$ cat src/rtl/ltl_report_collector.sv
// -----------------------------------------------------------------------------
// ltl_report_collector
//
// Collects the per-cycle report wires of a generated LTL automaton, stamps
// every non-zero report vector with the index of the symbol that caused it,
// and buffers the stamped events in a FIFO drained over a valid/ready stream
// toward the cluster-level monitor aggregator.
//
// The automaton registers its active state. The reports visible in cycle t+1
// therefore belong to the symbol consumed in cycle t. The collector delays the
// run strobe and the symbol index by one cycle (run_q / idx_q) to line them up
// with the reports.
//
// Ports:
//   clk             rising-edge clock
//   reset           synchronous, active-low; clears all state
//   run             high when the automaton consumes one symbol this cycle
//   clear           synchronous soft clear, active-high; same effect as reset
//   reports         automaton report wires, concatenated in report-index order
//   out_valid       FIFO head valid (decoded from registered level)
//   out_ready       consumer accepts the head when out_valid && out_ready
//   out_data        {timestamp, report vector}, timestamp in the MSBs
//   sticky_reports  OR of every captured report vector since reset/clear
//   overflow        sticky; set when a capture is dropped on a full FIFO
//   drop_count      number of dropped captures, saturating at all-ones
//   fifo_level      current FIFO occupancy
// -----------------------------------------------------------------------------
module ltl_report_collector #(
   parameter int NUM_REPORTS = 4,
   parameter int TS_W        = 32,
   parameter int DEPTH       = 8,
   parameter int DROP_W      = 8
) (
   input  logic                          clk,
   input  logic                          reset,
   input  logic                          run,
   input  logic                          clear,
   input  logic [NUM_REPORTS-1:0]        reports,
   output logic                          out_valid,
   input  logic                          out_ready,
   output logic [TS_W+NUM_REPORTS-1:0]   out_data,
   output logic [NUM_REPORTS-1:0]        sticky_reports,
   output logic                          overflow,
   output logic [DROP_W-1:0]             drop_count,
   output logic [$clog2(DEPTH):0]        fifo_level
);

   localparam int AW      = $clog2(DEPTH);
   localparam int ENTRY_W = TS_W + NUM_REPORTS;

   localparam logic [AW:0]       PTR_ONE  = (AW+1)'(1);
   localparam logic [AW:0]       LVL_FULL = (AW+1)'(DEPTH);
   localparam logic [AW:0]       WRAP_ONE = {1'b1, {AW{1'b0}}};
   localparam logic [TS_W-1:0]   TS_ONE   = TS_W'(1);
   localparam logic [DROP_W-1:0] DROP_ONE = DROP_W'(1);
   localparam logic [DROP_W-1:0] DROP_MAX = '1;

   // Symbol indexing and one-cycle alignment with the automaton's reports.
   logic [TS_W-1:0]  sym_idx;
   logic [TS_W-1:0]  idx_q;
   logic             run_q;

   // FIFO storage and pointers. Each pointer carries one extra wrap bit so
   // that full is distinguishable from empty when the address bits match.
   logic [ENTRY_W-1:0] mem [DEPTH];
   logic [AW:0]        wr_ptr;
   logic [AW:0]        rd_ptr;

   logic soft_rst;
   logic capture;
   logic full;
   logic pop;
   logic push;
   logic drop;

   // Reset and clear are handled identically; folding them keeps a single
   // clearing path for every register.
   assign soft_rst = !reset || clear;

   // NOTE: every signal written in always_comb gets a default assignment
   // first, so no path through the block can leave it unassigned and infer a
   // latch.
   always_comb begin
      capture = 1'b0;
      full    = 1'b0;
      pop     = 1'b0;
      push    = 1'b0;
      drop    = 1'b0;

      // Reports only count when the previous cycle consumed a symbol.
      capture = run_q && (|reports);
      full    = (wr_ptr ^ rd_ptr) == WRAP_ONE;
      pop     = out_valid && out_ready;
      // A same-cycle pop frees a slot, so a full FIFO still accepts the push.
      push    = capture && (!full || pop);
      drop    = capture && full && !pop;
   end

   // NOTE: sequential state uses non-blocking assignments only, so every
   // register samples the pre-edge values of its peers regardless of the
   // order in which the statements appear.
   always_ff @(posedge clk) begin
      if (soft_rst) begin
         sym_idx        <= '0;
         idx_q          <= '0;
         run_q          <= 1'b0;
         wr_ptr         <= '0;
         rd_ptr         <= '0;
         fifo_level     <= '0;
         sticky_reports <= '0;
         overflow       <= 1'b0;
         drop_count     <= '0;
      end else begin
         // Free-running symbol counter; wraps naturally at 2^TS_W.
         if (run) begin
            sym_idx <= sym_idx + TS_ONE;
         end
         run_q <= run;
         idx_q <= sym_idx;

         // Sticky flags record every capture attempt, including dropped ones.
         if (capture) begin
            sticky_reports <= sticky_reports | reports;
         end

         if (push) begin
            wr_ptr <= wr_ptr + PTR_ONE;
         end
         if (pop) begin
            rd_ptr <= rd_ptr + PTR_ONE;
         end

         unique case ({push, pop})
            2'b10:   fifo_level <= fifo_level + PTR_ONE;
            2'b01:   fifo_level <= fifo_level - PTR_ONE;
            default: fifo_level <= fifo_level;
         endcase

         if (drop) begin
            overflow <= 1'b1;
            if (drop_count != DROP_MAX) begin
               drop_count <= drop_count + DROP_ONE;
            end
         end
      end
   end

   // NOTE: the storage array is deliberately not reset. Only the pointers
   // define which entries are live, and leaving the array out of reset lets
   // it map onto plain RAM; out_data is masked to zero while empty instead.
   always_ff @(posedge clk) begin
      if (push && !soft_rst) begin
         mem[wr_ptr[AW-1:0]] <= {idx_q, reports};
      end
   end

   // Head of the FIFO, decoded from registered state only.
   assign out_valid = (fifo_level != '0);
   assign out_data  = out_valid ? mem[rd_ptr[AW-1:0]] : '0;

   // The level register and the pointer difference describe the same
   // occupancy; LVL_FULL documents the upper bound of fifo_level.
   logic unused_lvl_full;
   assign unused_lvl_full = (fifo_level == LVL_FULL);

endmodule

$ cat config.mk
export PLATFORM = sky130hd
export DESIGN_NAME = ltl_report_collector
export DESIGN_NICKNAME = d
export VERILOG_FILES = /design/src/rtl/ltl_report_collector.sv
export SDC_FILE = /design/constraint.sdc
export NUM_CORES = 1
export LEC_CHECK = 0
export ABC_CLOCK_PERIOD_IN_PS = 6600
export CAP_MARGIN = 20
export CORE_ASPECT_RATIO = 0.75
export CORE_MARGIN = 1.5
export CORE_UTILIZATION = 48
export CTS_CLUSTER_SIZE = 24
export DETAILED_ROUTE_END_ITERATION = 10
export MAX_ROUTING_LAYER = met4
export PLACE_DENSITY = 0.66
export SLEW_MARGIN = 20
export SYNTH_ARGS = -nofsm -noshare
export SYNTH_HDL_FRONTEND = slang
export SYNTH_SLANG_ARGS = --single-unit
$ cat constraint.sdc
create_clock -name clk -period 6.6 [get_ports clk]
set_input_delay 1.32 -clock clk [delete_from_list [all_inputs] [get_ports clk]]
set_output_delay 1.32 -clock clk [all_outputs]
set_load 0.05 [all_outputs]
---- After elaboration in Yosys (flattened, before gate mapping) ----
Memories as Yosys holds them, arrays and structs flattened. A register that Yosys moved wholly into a read port is not among the register bits.
Cells that the tools add are included.
storage, ports and cells
  register bits after elaboration ......... 90
  memory bits (writable) .................. 288
  logic and storage cells ................. 44
  memories kept ........................... 1
  input bits .............................. 9
  output and inout bits ................... 54
operators by class
  reductions and logical operators ........ 16
  $add $sub $neg .......................... 6
  bitwise gates (word level) .............. 2
  equality and inequality tests ........... 4
  multiplexer cells ....................... 6
memory list
  name  depth  bits a word  read ports  clocked after memory_dff  write ports  RTL line  source
  mem   8      36           1           1                         1            65        logic [ENTRY_W-1:0] mem [DEPTH];
operator list
  cell                   count
  $mux 36                1
  $add 32x1->32 const B  1
  $add 4x1->4 const B    3
  $add 8x1->8 const B    1
  $ne 8x8->1 const B     1
  $pmux 4 s2             1
  $logic_and 1x1->1      6
  $mux 3                 2
  $eq 4x4->1 const B     1
  $logic_not 1->1        4
  $or 4x4->4             1
  $reduce_bool 4->1      1
  $reduce_or 4->1        1
  $sub 4x1->4 const B    1
  $xor 4x4->4            1
  $eq 2x1->1 const B     1
  $eq 2x2->1 const B     1
  $logic_or 1x1->1       2
  $mux 1                 2
  $reduce_and 2->1       1
  $reduce_bool 2->1      1

---- Logic depth before layout (Yosys ltp) ----
  depth in word-level cells ............... 8
  depth in mapped cells ................... 11
  depth with buffers taken out ............ 9

---- Worst setup path before layout ----
Ideal clock, no wire load.
  kind .................................... input-to-reg
  start point ............................. input port out_ready
  end point ............................... memory mem[0][0] (netlist name) (enable)
  arrival time ............................ 4.553 ns
  cell stages on the path ................. 5
  data required time ...................... 6.126 ns
  buffers on the path ..................... 1
  library setup time ...................... 0.474 ns
  slack ................................... 1.573 ns
  cells stage by stage .................... o41a_1 > buf_2 > o21ai_2 > or3_1 > nor3_1
on the way
  cells in the longest elaborated chain, start to end .. 6
ends and longest elaborated chain
  item                          RTL line  source
  start, declared               40        input logic out_ready,
  $logic_and 1x1->1             93        pop = out_valid && out_ready;
  $logic_or 1x1->1              95        push = capture && (!full || pop);
  $logic_and 1x1->1             95
  $logic_and 1x1->1             152       if (push && !soft_rst) begin
  $mux 1                        152
  $mux 1 (not written as such)  153       mem[wr_ptr[AW-1:0]] <= {idx_q, reports};
  end, declared                 65
No other way between the ends.

==> metrics list <==
- Critical R2R Capture: mem[2][27]
* Clock transition at the register clock pins on the worst setup and hold paths after CTS: 0.06 ns
- The first global-routing pass estimated 43,700 microns of wire.
- After detailed placement, the total cell area comes to 0.0157 sq mm.
- Worst-path fanout max: 46
- For the final database, setup skew stands at 0.0141 ns.
- The synthesized design contains 381 register bits.
* Total global routing overflow: 0
* Syn nets: 854
* Clk buf depth: 3
* Main area contributors after synthesis: sky130_fd_sc_hd__edfxtp_1, sky130_fd_sc_hd__dfxtp_1, sky130_fd_sc_hd__mux4_2, sky130_fd_sc_hd__nor2_1, sky130_fd_sc_hd__mux2i_1
- The via count of the first global-routing pass was 7,346.
- After the last flow step, the layout net total stands at 933.
- Primary FF master, synth: sky130_fd_sc_hd__edfxtp_1
* Y dimension of the die: 154 microns
- Worst-margin pin slew: 1.01 ns
- Headroom to the max-slew limit: 0.323
* R2r startpoint: wr_ptr[1]
* Commonest non-fill, non-tap cell in the layout: sky130_fd_sc_hd__edfxtp_1
- Clock buffers created by TritonCTS: 38
* Yosys cell types: 44
- Across all setup checks in the final design, the least slack found is 1.87 ns.
* Critical path arrival: 3.41 ns
- Post-Syn Area: 0.0146 sq mm
- The later pin in the worst-skew pair is clocked with a latency of 0.52 ns.
* Sum of negative setup slack: 0 ns
- Largest net degree at the start of global routing: 73
* Die area: 0.0314 sq mm
* Number of buffers added to fix hold violations after cts: 0
- The startpoint identified for the worst hold timing path is sticky_reports[2].
- Count of boundary I/O pins: 63
- Placeable core area: 0.0300 sq mm
- The first detailed-routing pass ran for 5 iterations.
- Row generation in the floorplan step produced 55 rows.
* Count of synthesis-stage warnings from yosys: 0
- Library cell with the largest summed area after synthesis: sky130_fd_sc_hd__edfxtp_1
* Design Area, Final: 0.0170 sq mm
- In this run the power density over the cells is 283 mW/mm^2.
- The routed design could run at a clock period as short as 4.73 ns.
- After clock tree synthesis, the repair step resized 0 gates.
- Routability-driven placement finished with a final weighted congestion of 0.738.
* X dimension of the die: 204 microns
* Type of the worst setup path: register to primary output
- The share of synthesized area in the top cell type comes to 0.593.
- Path type of the worst min-delay path: register to register
* Count of mapped cells out of synthesis: 838
* Detail Route Antenna Nets: 0
- Wires add up to 27,700 microns.
* Post-detailed-route wirelength per cell: 20.6 microns
- In the routed layout, each cell is associated on average with a via count of 5.43.
* Post CTS Setup Buffer Count: 0
- Count of buffering cells on the critical path with inverters included: 2
- Reg2Reg Depth: 6
* Critical path cell sequence: buf_12 -> mux4_2 -> mux2i_1 -> nor2_1 -> clkdlybuf4s50_1
- The worst setup path is captured at a primary output.
* Slack of the worst reg-to-reg path: 3.44 ns
- Dividing the synthesized area by the synthesized cell count gives 17.4 sq um.
- The worst setup path is launched from a register.
* Final number of max-transition violations: 0
- For this run, the register share of the synthesized area comes to 0.721.
* Port bufs: 62
- The largest single stage delay on the critical path is 0.98 ns.
- Of the available clock period, the critical path in the final layout requires 0.716.
- TritonCTS built the clock tree.
* Post-detailed-placement half-perimeter wirelength: 16,300 microns
- Max-cap violations in this run came to 0.
* Number of antenna violations at the first check in global routing: 0
- The run finished with clean final reports.
- Clock tree synthesis selected as its root buffer the cell sky130_fd_sc_hd__clkbuf_16.
* Worst endpoint required time: 5.28 ns
- Antenna cell count: 0
* Instance count along the most critical hold path: 2
- Clock tree synthesis found a total of 381 sinks.
* H-Tree Depth: 2
- The final route contains 7,303 vias.
- Setup violations remaining at the end of the flow were counted as 0.
- Fraction of layout instances using a drive strength above 1: 0.183
* Unrepaired setup endpoints after global routing: no
- For this configuration, the core starts out at a cell density of 0.486.
* Worst Hold Path EP: sticky_reports[2]
- Among cell families on the critical path, the largest total delay comes from buffers and inverters.
* Final Hold Viols: 0
- Leak Pwr: 5.67 nW
- Total DRC errors in the routed layout: 0
* Top library cells by usage in the layout, fill and taps aside: sky130_fd_sc_hd__edfxtp_1, sky130_fd_sc_hd__nor2_1, sky130_fd_sc_hd__dfxtp_1, sky130_fd_sc_hd__mux4_2, sky130_fd_sc_hd__clkdlybuf4s50_1
- In the global route stage, overall resource usage came out at 0.189.
- Slowest stage cell, crit path: sky130_fd_sc_hd__dfxtp_4
- From synthesis to final layout, the design area changed by 17.0%.
* First DRT Iteration DRCs: 512
- Peak ir drop on the vdd network: 0.167 mV
- At the placement stage, the worst setup path has a slack of 2.03 ns.
- Timing would allow up to 0.211 GHz.
- Fraction of synthesis flops using an asynchronous set or reset pin: 0
- Count of flip-flops with a built-in enable after synthesis: 288
## worst min-delay path: stages (launching register included)
cell                      delay (ns)
sky130_fd_sc_hd__dfxtp_1        0.33
sky130_fd_sc_hd__a21oi_1        0.04
sky130_fd_sc_hd__nor2_1         0.07
## routing by layer
layer,part of all wire,GRT usage,vias up
met5,0,-,-
met4,0.013,0.0389,0
met1,0.49,0.287,3721
li1,-,-,3371
met2,0.45,0.270,173
met3,0.047,0.0316,38
## power by group
part           switching [W]  internal, W  total [W]
Combinational      0.0000648    0.0000346  0.0000995
Sequential        0.00000847      0.00255    0.00256
Clock               0.000893      0.00127    0.00217
## cell type report
cell class              count  area [sq um]
fillers                  2312         13000
flip-flops and latches    381         10500
multi-input cells         412          3950
clock buffers              53          1080
repair buffers             77           774
well taps                 399           499
clock inverters            17           198
inverters                   7          26.3
## worst max path at each step
| stage | slack, ns | from | cells after the start | end |
|---|---|---|---|---|
| after floorplan | 1.57 | out_ready | 5 | mem[0][0] |
| after global placement | 2.07 | reports[3] | 6 | mem[6][18] |
| after detailed placement | 2.03 | reports[0] | 6 | mem[6][18] |
| after CTS | 1.75 | register | 5 | out_data[30] |
| after global routing | 1.60 | register | 5 | out_data[30] |
| final | 1.87 | register | 5 | out_data[30] |
## cells in the mapped netlist (2+ instances only)
| master | n |
|---|---|
| sky130_fd_sc_hd__nor4_2 | 2 |
| sky130_fd_sc_hd__xor2_1 | 31 |
| sky130_fd_sc_hd__nand2b_1 | 3 |
| sky130_fd_sc_hd__o21ai_0 | 3 |
| sky130_fd_sc_hd__nor4_4 | 3 |
| sky130_fd_sc_hd__buf_2 | 11 |
| sky130_fd_sc_hd__clkbuf_1 | 21 |
| sky130_fd_sc_hd__inv_1 | 7 |
| sky130_fd_sc_hd__and3_1 | 4 |
| sky130_fd_sc_hd__o41a_1 | 2 |
| sky130_fd_sc_hd__nand2_1 | 21 |
| sky130_fd_sc_hd__ha_1 | 6 |
| sky130_fd_sc_hd__edfxtp_1 | 288 |
| sky130_fd_sc_hd__and4_1 | 4 |
| sky130_fd_sc_hd__or3_1 | 2 |
| sky130_fd_sc_hd__nand4_2 | 3 |
| sky130_fd_sc_hd__nand3_1 | 17 |
| sky130_fd_sc_hd__a31o_1 | 3 |
| sky130_fd_sc_hd__dfxtp_1 | 93 |
| sky130_fd_sc_hd__nand4_1 | 14 |
| sky130_fd_sc_hd__mux4_2 | 72 |
| sky130_fd_sc_hd__and2_1 | 32 |
| sky130_fd_sc_hd__a21o_1 | 2 |
| sky130_fd_sc_hd__nor3_1 | 5 |
| sky130_fd_sc_hd__o21ai_2 | 2 |
| sky130_fd_sc_hd__a21oi_1 | 9 |
| sky130_fd_sc_hd__nor2_1 | 105 |
| sky130_fd_sc_hd__buf_1 | 5 |
| sky130_fd_sc_hd__xnor2_1 | 17 |
| sky130_fd_sc_hd__mux2i_1 | 37 |
## kinds of logic (layout without fill, tap and decap cells)
| kind of cell | Yosys count | in the layout | share of synthesized area |
|---|---|---|---|
| mux | 109 | 109 | 0.137 |
| simple gates | 219 | 219 | 0.0780 |
| buf+inv | 45 | 154 | 0.0131 |
| fa+ha+maj | 7 | 7 | 0.00653 |
| xor+xnor | 48 | 48 | 0.0288 |
| compound gates | 29 | 29 | 0.0156 |
| flops | 381 | 381 | 0.721 |
## flip-flops by register name (all words and copies together), names as in the netlist, 4 cells and up, named ones only
register	flops
wr_ptr	4
fifo_level	4
rd_ptr	4
sym_idx	32
sticky_reports	4
drop_count	8
mem	288
idx_q	32
## through the flow
| step | hold WS (ns) | std cells | power [W] | utilization |
|---|---|---|---|---|
| floorplan | 0.450 | 838 | 0.00267 | - |
| finish | 0.471 | 1346 | 0.00482 | 0.568 |
| CTS | 0.476 | 1344 | 0.00487 | 0.567 |
| detailed placement | 0.457 | 1274 | 0.00271 | 0.524 |
| global placement | 0.453 | 1274 | 0.00271 | 0.524 |
| global route | 0.497 | 1346 | 0.00496 | 0.568 |
Note: power is estimated with default switching activity, not from simulation.
